<file path="src/rtl/fetch_sequencer.sv">
// Fetch sequencer: drives program_counter and the instruction-memory port, hands one instruction at a time to decode.
// Optional `FETCH_STATS_EN adds fetch_count / stall_count performance counters.
module fetch_sequencer #(
    parameter logic [31:0] RESET_PC = 32'h0000_0000
) (
    input  logic        clk,
    input  logic        resetn,
    input  logic [31:0] pc,
    output logic        pc_en,
    output logic        pc_load,
    output logic [31:0] pc_target,
    input  logic        redirect,
    input  logic [31:0] redirect_target,
    output logic        imem_req_valid,
    output logic [31:0] imem_req_addr,
    input  logic        imem_req_ready,
    input  logic        imem_resp_valid,
    input  logic [31:0] imem_resp_data,
    output logic        instr_valid,
    output logic [31:0] instr,
    output logic [31:0] instr_pc,
    input  logic        instr_ready
`ifdef FETCH_STATS_EN
    ,
    output logic [31:0] fetch_count,
    output logic [31:0] stall_count
`endif
);

    typedef enum logic [2:0] {BOOT, REQ, WAIT, DRAIN, HOLD} state_t;

    state_t state, state_nxt;
    logic   capture;

    always_comb begin
        state_nxt      = state;
        pc_en          = 1'b0;
        pc_load        = 1'b0;
        pc_target      = redirect_target;
        imem_req_valid = 1'b0;
        imem_req_addr  = pc;
        capture        = 1'b0;

        case (state)
            BOOT: begin
                pc_en     = 1'b1;
                pc_load   = 1'b1;
                pc_target = RESET_PC;
                state_nxt = REQ;
            end
            REQ: begin
                imem_req_valid = 1'b1;
                if (redirect)
                    state_nxt = imem_req_ready ? DRAIN : REQ;
                else if (imem_req_ready)
                    state_nxt = WAIT;
            end
            WAIT: begin
                if (redirect)
                    state_nxt = imem_resp_valid ? REQ : DRAIN;
                else if (imem_resp_valid) begin
                    capture   = 1'b1;
                    pc_en     = 1'b1;
                    state_nxt = HOLD;
                end
            end
            DRAIN: begin
                if (imem_resp_valid)
                    state_nxt = REQ;
            end
            HOLD: begin
                if (redirect || instr_ready)
                    state_nxt = REQ;
            end
            default: state_nxt = BOOT;
        endcase

        // A redirect load overrides any pc+4 advance requested above.
        if (redirect && state != BOOT) begin
            pc_en     = 1'b1;
            pc_load   = 1'b1;
            pc_target = redirect_target;
        end

        if (!resetn) begin
            pc_en          = 1'b0;
            pc_load        = 1'b0;
            pc_target      = 32'h0;
            imem_req_valid = 1'b0;
            imem_req_addr  = 32'h0;
            capture        = 1'b0;
        end
    end

    always_ff @(posedge clk or negedge resetn) begin
        if (!resetn) begin
            state       <= BOOT;
            instr_valid <= 1'b0;
            instr       <= 32'h0;
            instr_pc    <= 32'h0;
        end else begin
            state       <= state_nxt;
            instr_valid <= (state_nxt == HOLD);
            if (capture) begin
                instr    <= imem_resp_data;
                instr_pc <= pc;
            end
        end
    end

`ifdef FETCH_STATS_EN
    logic stall;

    assign stall = (state == REQ  && !imem_req_ready)  ||
                   (state == WAIT && !imem_resp_valid) ||
                   (state == DRAIN);

    always_ff @(posedge clk or negedge resetn) begin
        if (!resetn) begin
            fetch_count <= 32'h0;
            stall_count <= 32'h0;
        end else begin
            if (instr_valid && instr_ready)
                fetch_count <= fetch_count + 32'd1;
            if (stall)
                stall_count <= stall_count + 32'd1;
        end
    end
`endif

endmodule

</file>
<file path="config.mk">
export PLATFORM = sky130hd
export DESIGN_NAME = fetch_sequencer
export DESIGN_NICKNAME = d
export VERILOG_FILES = /design/src/rtl/fetch_sequencer.sv
export SDC_FILE = /design/constraint.sdc
export NUM_CORES = 1
export LEC_CHECK = 0
export ABC_AREA = 1
export CELL_PAD_IN_SITES_DETAIL_PLACEMENT = 0
export CELL_PAD_IN_SITES_GLOBAL_PLACEMENT = 1
export CORE_MARGIN = 2
export CORE_UTILIZATION = 23
export CTS_CLUSTER_SIZE = 10
export DETAILED_ROUTE_END_ITERATION = 16
export GPL_ROUTABILITY_DRIVEN = 0
export PLACE_DENSITY_LB_ADDON = 0.12
export RECOVER_POWER = 100
export SLEW_MARGIN = 0
export SYNTH_ARGS = -nofsm -noshare
export SYNTH_HDL_FRONTEND = slang
export SYNTH_SLANG_ARGS = --single-unit
export TNS_END_PERCENT = 5
</file>
<file path="constraint.sdc">
create_clock -name clk -period 2.17 [get_ports clk]
set_clock_uncertainty 0.2 [all_clocks]
set_input_delay 0.651 -clock clk [delete_from_list [all_inputs] [get_ports clk]]
set_output_delay 0.651 -clock clk [all_outputs]
set_load 0.02 [all_outputs]
</file>
# After elaboration in Yosys (flattened, before gate mapping)
# Cells that the tools add are included.
# word_totals
output_inout_bits,132
ff_bits,68
word_cells,38
input_bits,102
# op_classes
eq_ne,5
n_mux,25
reduce_logical,4
# op_table
operator,count
32-bit 2-to-1 mux,4
3-bit 2-to-1 mux,6
3-bit one-hot mux with 5 select lines,1
1-bit 2-to-1 mux,11
"3-bit by 2-bit == test with 1-bit output, second input constant",2
"3-bit == test, second input constant",2
2-bit 2-to-1 mux,2
"3-bit by 1-bit == test with 1-bit output, second input constant",1
3-bit zero test,1
3-bit nonzero test,1
1-bit one-hot mux with 2 select lines,1
1-bit logical AND,1
1-bit logical OR,1

# Logic depth before layout (Yosys ltp)
# depth
ltp_word,5
depth_mapped,8
depth_no_buf,6

# Worst setup path after synthesis
# Ideal clock, no wire load.
# synth_timing
path_type,input to output
start,input resetn
end,output imem_req_valid
required_time_ns,1.319
n_path_buf,1
t_arrival_ns,1.483
cell_stages,3
slack_ns,-0.164
cell_sequence,buf_2 > inv_2 > nor4_1
# synth_via
elab_chain_cells,1
# synth_rtl
element,line_no,text
"start, declared",7,"input logic resetn,"
1-bit 2-to-1 mux,85,if (!resetn) begin
"end, declared",14,"output logic imem_req_valid,"
# No other way between the ends.

# Final worst setup path
# layout_timing
start,register state[0]
end,output pc_en
# layout_via
elab_chain_cells,4
elab_cells_between_ends,7
cone_classes,1 x eq/ne; 3 x mux; 3 x reduce/logical
# layout_rtl
element,line_no,text
"start, declared",32,"state_t state, state_nxt;"
"start signal, assigned",102,state <= state_nxt;
"3-bit by 2-bit == test with 1-bit output, or another cell as far along",44,case (state)
1-bit one-hot mux with 2 select lines or 1-bit logical AND (tied branches),"44, 79",
1-bit 2-to-1 mux *,79,if (redirect && state != BOOT) begin
1-bit 2-to-1 mux *,85,
"end, declared",9,"output logic pc_en,"
# Every way passes the cells marked *; elsewhere a longest branch is shown, timed or not.

==> flow_metrics.tcl <==
set metrics [dict create \
    outcome "finished with violations" \
    failed_checks "setup timing" \
    rows 43 \
    clk_pin_slew_ns 0.06 \
    ys_types 18 \
    die_y_um 124 \
    worst_pin_slew_ns 0.742 \
    holdWs_ns 0.0912 \
    num_io_pins 234 \
    path_max_fanout 4 \
    sequentialPowerShare_pct 31.4 \
    synth_top_family_by_area "simple AND/OR/NAND/NOR gates" \
    period_share_pct 109 \
    synth-simple-area-share_pct 34.2 \
    drv_slew 0 \
    insertion_delay_ns 0.33 \
    clockPowerShare_pct 23.3 \
    ys_ff_latch 68 \
    root_buffer "clkbuf_16" \
    fin_cells 918 \
    dp_slack_ns -0.768 \
    route.detailed.drc 0 \
    fin_nets 835 \
    fmax_mhz 424 \
    hold_viol 0 \
    grt_pass1_vias 3571 \
    synthMuxAreaShare_pct 0 \
    numPortBuffers 233 \
    finalWorstSetupSlack_ns -0.186 \
    grt_pass1_wl_um 18200 \
    setup_viol 34 \
    cp_data_arrival_time_ns 1.50 \
    clock_path_buffers 2 \
    intPower_mw 4.05 \
    peakVddDrop_v 0.000440 \
    synthAdderAreaFrac_pct 0 \
    yosys.area_share.xor_xnor_pct 0 \
    critPathCaptureType "primary output" \
    syn_nets 550 \
    r2r_slack_ns 0.11 \
    finalSetupTns_ns -4.42 \
    initial_core_util_pct 23.7 \
    antenna_found_initial 0 \
    synth-seq-area-share_pct 51.4 \
    maxCapViolCount 0 \
    syn_avg_cell_area_sq_um 7.39 \
    slew_headroom_pct 50.5 \
    critPathKind "register to primary output" \
    dieArea_sq_um 15400 \
    yosysWarnings 0 \
    cts_tree "done" \
    cts_buffers 9 \
    drive_gt1_share_pct 25.1 \
    cts_max_level 3 \
    die_w_um 124 \
    min_path_type "primary input to asynchronous set/reset pin" \
    power_density_nw_per_um2 1080 \
    route.vias.total 3684 \
    reg2regPathDepth 8 \
    power_leakage_nw 3.64 \
    n_fill_cell 1484 \
    combPwrFrac_pct 45.3 \
    dp_hpwl_um 8420 \
    core_sq_um 14000 \
    grt_max_degree 65 \
    ant_nets 0 \
    placed_cells 896 \
    firstDrtPassIters 4 \
    n_antenna_cell 0 \
    grt-ovfl-total 0 \
    synthToLayoutAreaGrowth_pct 89.2 \
    start_kind "register" \
    postRouteWirelength_um 12200 \
    grt.total_usage_pct 15.6 \
    syn-cell-area_sq_um 3310 \
    syn_inst 448 \
    worstPathRequired_ns 1.32 \
    timing.rr.end "instr_pc[5]$_DFFE_PN0P_" \
    avgViaCountPerCell 4.01 \
    synth_compound_area_share_pct 0.454 \
    cts_sinks 68 \
    p_sw_mw 2.73 \
    power.total_mw 6.77 \
    r2r_start "state[0]$_DFF_PN0_" \
    swShare_pct 40.3 \
    min_period_ns 2.36 \
    drt_iter0_drc 140 \
    rsz0062_at_grt "yes" \
    wire_per_inst_um 13.3 \
]
-- kinds of logic (layout without fill, tap and decap cells) --
family                 count (synthesis)  count (layout)
AOI/OAI and AO/OA                      3               3
and+or+nand+nor                      284             284
buffers and inverters                 93             383
DFF                                   68              68
-- worst max-delay path by stage --
stage	depth (start not counted)	startpoint	end	slack, ns
after global placement	7	redirect	pc_en	-0.76
after detailed placement	7	redirect	pc_en	-0.77
final	7	state[0]$_DFF_PN0_	pc_en	-0.19
after global routing	7	state[1]$_DFF_PN0_	pc_target[30]	-0.26
after floorplan	4	resetn	pc_target[10]	-0.07
after CTS	7	state[0]$_DFF_PN0_	pc_target[16]	-0.20
-- through the flow --
step	cell area [sq um]	utilization (%)
3_5_place_dp	6150	44.0
2_1_floorplan	3320	-
3_3_place_gp	6150	44.0
5_1_grt	6260	44.8
6_report	6260	44.8
4_1_cts	6690	47.8
-- critical path, cell delays in order, from the launching register on --
cell,delay [ns]
dfrtp_1,0.39
clkbuf_4,0.14
inv_1,0.15
nand2_1,0.11
nor2_1,0.14
nand2_2,0.08
nand2_2,0.07
buf_6,0.11
-- state kept, by name (all words and copies together), names as in the netlist --
register,cells
instr,32
instr_pc,32
state,3
instr_valid,1
-- cells in the final DEF (no fill, tap or decap), drive strengths merged --
cell           count
nor4               1
a21oi              1
buf              101
dfrtp             68
nor2              39
nand4              1
bufinv             2
clkdlybuf4s50     67
o21ai              2
dlygate4sd2       60
nand2            236
dlygate4sd3        2
nand3              7
clkbuf            73
clkinvlp           1
clkdlybuf4s15      1
clkinv             3
inv               73
-- repair_timing --
item	4_1_cts	5_1_grt
hold buffers	0	0
setup endpoints to repair	94	74
pin swaps	5	3
buffers inserted	3	0
gates resized for setup	487	40
cloned	5	0
-- Yosys cell counts (all sizes together) --
cell type / n / area [sq um]
nand2: 236 / 913
dfrtp: 68 / 1700
nand3: 7 / 45.0
nand4: 1 / 6.26
nor4: 1 / 6.26
o21ai: 2 / 10.0
nor2: 39 / 163
inv: 72 / 270
buf: 21 / 190
a21oi: 1 / 5.00
-- per-layer routing --
| metal | vias to the layer above | GRT usage, % | routed length [um] |
|---|---|---|---|
| met5 | - | 0 | 0 |
| met4 | 0 | 4.92 | 143 |
| met3 | 11 | 5.72 | 1200 |
| met2 | 154 | 27.4 | 5890 |
| met1 | 1667 | 17.6 | 4930 |
| li1 | 1852 | - | - |
-- power groups by stage --
stage	clock network (mW)	registers (mW)	logic, mW
floorplan	0	2.81	0.873
global placement	0	2.12	3.48
detailed placement	0	2.15	3.49
CTS	1.64	2.13	3.54
global route	1.69	2.19	3.35
finish	1.58	2.12	3.07
-- area by class of cell --
class                      count  area [sq um]  area share (%)
clock buffer                   9           225            3.60
clock inverter                 7          98.8            1.58
tap                          180           225            3.60
multi-input combinational    287          1240            19.9
timing repair buffer         295          2500            39.9
sequential                    68          1700            27.2
inverter                      72           270            4.32
Power figures use the tool's default switching activity.
